**config.mk**
```make
export PLATFORM = sky130hd
export DESIGN_NAME = if_id_buffer
export DESIGN_NICKNAME = d
export VERILOG_FILES = /design/src/rtl/if_id_buffer.sv
export SDC_FILE = /design/constraint.sdc
export NUM_CORES = 1
export LEC_CHECK = 0
export ABC_AREA = 1
export CORE_MARGIN = 2
export CORE_UTILIZATION = 25
export DETAILED_ROUTE_END_ITERATION = 7
export MAX_ROUTING_LAYER = met4
export SLEW_MARGIN = 40
export SYNTH_ARGS = -nofsm -noshare
export SYNTH_HDL_FRONTEND = slang
export SYNTH_SLANG_ARGS = --single-unit
```
**constraint.sdc**
```tcl
create_clock -name clk -period 6.45 [get_ports clk]
set_input_delay 1.29 -clock clk [delete_from_list [all_inputs] [get_ports clk]]
set_output_delay 1.29 -clock clk [all_outputs]
set_load 0.05 [all_outputs]
```
**src/rtl/if_id_buffer.sv**
```systemverilog
// IF/ID decoupling buffer: a small circular FIFO of {pc, instruction} pairs with branch/exception flush.
// Define IFID_DELAY_SLOT_EN to keep the branch-delay-slot instruction on a taken-branch flush.
module if_id_buffer #(
  parameter int          DEPTH    = 2,
  parameter logic [31:0] NOP_WORD = 32'h0000_0000
) (
  input  logic                     clk,
  input  logic                     rst_n,
  input  logic [31:0]              pc_in,
  input  logic [31:0]              inst_in,
  input  logic                     in_valid,
  output logic                     in_ready,
  input  logic                     br,
  input  logic                     except,
  output logic [31:0]              pc_out,
  output logic [31:0]              inst_out,
  output logic                     out_valid,
  input  logic                     out_ready,
  output logic [$clog2(DEPTH):0]   count
);

  localparam int PW = $clog2(DEPTH);
  localparam int CW = PW + 1;
  localparam logic [CW-1:0] FULL = CW'(DEPTH);

  logic [31:0]   pc_mem   [DEPTH];
  logic [31:0]   inst_mem [DEPTH];
  logic [PW-1:0] wr_ptr;
  logic [PW-1:0] rd_ptr;
  logic [CW-1:0] occ;

  logic push;
  logic pop;
  logic flush_all;

  // Handshake is derived from registered occupancy only, so in_ready never depends on out_ready.
  assign in_ready  = (occ != FULL);
  assign out_valid = (occ != '0);
  assign push      = in_valid & in_ready;
  assign pop       = out_valid & out_ready;
  assign count     = occ;

  assign pc_out    = out_valid ? pc_mem[rd_ptr]   : 32'h0000_0000;
  assign inst_out  = out_valid ? inst_mem[rd_ptr] : NOP_WORD;

`ifdef IFID_DELAY_SLOT_EN
  logic        br_keep;
  logic        keep_valid;
  logic [31:0] keep_pc;
  logic [31:0] keep_inst;

  assign flush_all = except;
  assign br_keep   = br & ~except;

  // The delay-slot survivor is the oldest pair ID has not consumed this cycle.
  always_comb begin
    keep_valid = 1'b0;
    keep_pc    = 32'h0000_0000;
    keep_inst  = 32'h0000_0000;
    if (!pop && occ != '0) begin
      keep_valid = 1'b1;
      keep_pc    = pc_mem[rd_ptr];
      keep_inst  = inst_mem[rd_ptr];
    end else if (pop && occ >= CW'(2)) begin
      keep_valid = 1'b1;
      keep_pc    = pc_mem[rd_ptr + PW'(1)];
      keep_inst  = inst_mem[rd_ptr + PW'(1)];
    end else if (push) begin
      keep_valid = 1'b1;
      keep_pc    = pc_in;
      keep_inst  = inst_in;
    end
  end
`else
  assign flush_all = except | br;
`endif

  // Pointer and occupancy bookkeeping; a flush overrides the normal push/pop update.
  always_ff @(posedge clk or negedge rst_n) begin
    if (!rst_n) begin
      wr_ptr <= '0;
      rd_ptr <= '0;
      occ    <= '0;
    end else if (flush_all) begin
      wr_ptr <= '0;
      rd_ptr <= '0;
      occ    <= '0;
`ifdef IFID_DELAY_SLOT_EN
    end else if (br_keep) begin
      rd_ptr <= '0;
      if (keep_valid) begin
        wr_ptr <= PW'(1);
        occ    <= CW'(1);
      end else begin
        wr_ptr <= '0;
        occ    <= '0;
      end
`endif
    end else begin
      if (push) wr_ptr <= wr_ptr + PW'(1);
      if (pop)  rd_ptr <= rd_ptr + PW'(1);
      unique case ({push, pop})
        2'b10:   occ <= occ + CW'(1);
        2'b01:   occ <= occ - CW'(1);
        default: occ <= occ;
      endcase
    end
  end

  // Storage is not reset; the output mux hides stale contents while the buffer is empty.
  always_ff @(posedge clk) begin
    if (rst_n && !flush_all) begin
`ifdef IFID_DELAY_SLOT_EN
      if (br_keep) begin
        if (keep_valid) begin
          pc_mem[0]   <= keep_pc;
          inst_mem[0] <= keep_inst;
        end
      end else if (push) begin
        pc_mem[wr_ptr]   <= pc_in;
        inst_mem[wr_ptr] <= inst_in;
      end
`else
      if (push) begin
        pc_mem[wr_ptr]   <= pc_in;
        inst_mem[wr_ptr] <= inst_in;
      end
`endif
    end
  end

endmodule

```
==> results.json <==
{
  "ys_ff_latch": 132,
  "yosysUniqueCellTypes": 19,
  "synth_compound_area_share_pct": 10.87,
  "cts_hold_buffers": 0,
  "drt_iter0_drc": 128,
  "final_hold_viol_count": 0,
  "fin_crit_sh_pct": 61.33,
  "final_antenna_net_count": 0,
  "status": "finished clean",
  "cp_slowest_cell": "clkdlybuf4s50_1",
  "drcViolationCount": 0,
  "drt_wl_total_um": 11740,
  "worstMarginPinSlew_ns": 0.7958,
  "grt_pass1_vias": 3451,
  "die_area_mm2": 0.02232,
  "synth.mux.area_fraction_pct": 0,
  "grt_first_pass_wirelength_um": 18220,
  "synth_area_leaders": "edfxtp_1, a21oi_2, nand2_1",
  "finalWorstSetupSlack_ns": 2.494,
  "area_growth_pct": 43.58,
  "gr-total-overflow": 0,
  "fin_total_pwr_w": 0.002226,
  "ys_seq_area_share_pct": 74.62,
  "cts_setup_buffers": 0,
  "portBuffers": 137,
  "instances_no_fill": 808,
  "critPathLaunchType": "register",
  "path_clk_slew_ns": 0.06,
  "synth_most_common_cell": "nand2_1",
  "synthSimpleGateAreaFrac_pct": 11.46,
  "crit_arrival_ns": 2.67,
  "cts_root_buf": "clkbuf_16",
  "yosys.area.top_type": "edfxtp_1",
  "power.density_mw_per_mm2": 293.4,
  "initial_core_util_pct": 25.30,
  "ir_drop_uv": 175.7,
  "period_minus_slack_ns": 3.956,
  "num_io_pins": 138,
  "p_leak_nw": 2.506,
  "core_area_mm2": 0.02089,
  "yosys.area_share.adder_pct": 0,
  "die_w_um": 149.4,
  "slew_viol_final": 0,
  "h-tree-depth": 4,
  "synthXorXnorAreaFrac_pct": 0,
  "dp_hpwl_um": 7162,
  "place_ws_ns": 2.586,
  "track_usage_pct": 11.17,
  "cp.required_ns": 5.16,
  "synth.avg_cell_area_um2": 13.87,
  "fin_skew_ns": 0.01138,
  "drv_cap": 0,
  "grt_max_degree": 67,
  "critPathCaptureType": "output port",
  "synth_edf_count": 128,
  "diodes": 0,
  "critPathKind": "register to output port",
  "synth-async-reset-ratio_pct": 3.030,
  "std_cell_rows": 53,
  "netlist_area_mm2": 0.005285,
  "tns_ns": 0,
  "rsz0062_at_grt": "no",
  "max_freq_ghz": 0.2528,
  "avgViaCountPerCell": 4.135,
  "netlist.area_leader.share_pct": 72.73,
  "drive_gt1_share_pct": 20.83,
  "synth_warnings": 0,
  "setup_violations": 0,
  "cts_tree": "done",
  "path_max_fanout": 64,
  "synthTopCellsByCount": "nand2_1, edfxtp_1, a21oi_2, buf_2, nand2_2",
  "fp.dieH_um": 149.4,
  "dr.pass1.iters": 4,
  "vias": 3341,
  "synth.net_count": 451,
  "slowest_delay_ns": 0.86,
  "synth_top_family_by_area": "simple AND/OR/NAND/NOR gates",
  "gp_congestion": 0.7469,
  "path_cells": "buf_4 -> nand2_1 -> a21oi_1 -> clkdlybuf4s50_1",
  "place_inst": 777,
  "cts_made_buffers": 17,
  "cts.sink_count": 132,
  "slew_headroom_pct": 46.95,
  "hold_class": "register to register",
  "insertion_delay_ns": 0.41,
  "antenna_found_initial": 0,
  "synthCells": 381,
  "wire_per_inst_um": 14.53,
  "clockBufferDepth": 2,
  "worst_hold_slack_ns": 0.5395,
  "synth-main-ff-cell": "edfxtp_1",
  "cts_resized": 0,
  "layout.nets": 591
}
[stage by stage]
| stage | instance area, um2 | utilization, % |
|---|---|---|
| 2_1_floorplan | 5290 | - |
| 3_3_place_gp | 6923 | 33.14 |
| 3_5_place_dp | 6929 | 33.17 |
| 4_1_cts | 7589 | 36.33 |
| 5_1_grt | 7589 | 36.33 |
| 6_report | 7589 | 36.33 |
[area by class of cell]
type                       instances  area [um2]
inverter                           5       21.27
tap                              275       344.1
timing repair buffer             142        1413
sequential                       132        3945
clock buffer                      17       425.4
multi-input combinational        223        1206
clock inverter                    14       234.0
fill                            2018       13300
[layout by cell type (no fill, tap or decap)]
master	synthesis	routed
clkinv_2	0	2
clkinv_4	0	1
clkinvlp_4	0	3
dfrtp_1	4	3
nand2_1	137	137
inv_1	2	2
inv_4	0	1
o21ai_0	1	1
nand4_1	2	2
clkbuf_16	0	17
nand3_1	1	1
clkdlybuf4s50_1	0	137
edfxtp_1	128	128
nor2_1	5	3
nor3_4	0	1
bufinv_16	0	6
a21oi_2	61	61
nand2_2	7	7
nor2_2	1	1
buf_6	6	1
inv_2	3	2
clkinv_1	0	1
nor2_4	0	2
dfrtp_2	0	1
buf_4	1	4
o21ai_1	1	1
a21oi_1	6	6
inv_6	0	1
[critical path: cells and delay by family (launching register included)]
kind	cells	cell delay, ns
buffers and inverters	2	1.44
DFF	1	0.38
and+or+nand+nor	1	0.11
AOI/OAI and AO/OA	1	0.29
[layer usage]
layer	part of all wire [%]	track usage, %	up-vias
met2	48	18.17	107
met5	0	-	-
met3	5.5	3.486	9
li1	-	-	1617
met1	45	13.12	1608
met4	1.0	3.857	0
[worst paths after layout]
kind | slack [ns] | endpoint | from | cells past startpoint
max | 2.49 | inst_out[31] | rd_ptr$_DFFE_PN0P_ | 4
min | 0.54 | wr_ptr$_DFFE_PN0P_ | wr_ptr$_DFFE_PN0P_ | 1
max reg2reg | 3.92 | pc_mem[1][11]$_DFFE_PP_ | count[0]$_DFFE_PN0P_ | 5
min reg2reg | 0.54 | wr_ptr$_DFFE_PN0P_ | wr_ptr$_DFFE_PN0P_ | 1
max in group asynchronous | 5.14 | rd_ptr$_DFFE_PN0P_ | rst_n | 1
min in group asynchronous | 1.10 | rd_ptr$_DFFE_PN0P_ | rst_n | 1
[power by group]
part,switching (W),internal [W]
sequential,0.00000363,0.000952
combinational,0.000122,0.0000779
clock,0.000350,0.000721
[registers in the layout (all words and copies together), names as in the netlist]
name and count:
inst_mem 64, pc_mem 64, wr_ptr 1, count 2
rd_ptr 1
[kinds of logic (layout without fill, tap and decap cells)]
kind of cell | after synthesis | after routing
and+or+nand+nor | 154 | 154
AOI/OAI and AO/OA | 69 | 69
buffers and inverters | 26 | 178
DFF | 132 | 132
Note: power is estimated with default switching activity, not from simulation.
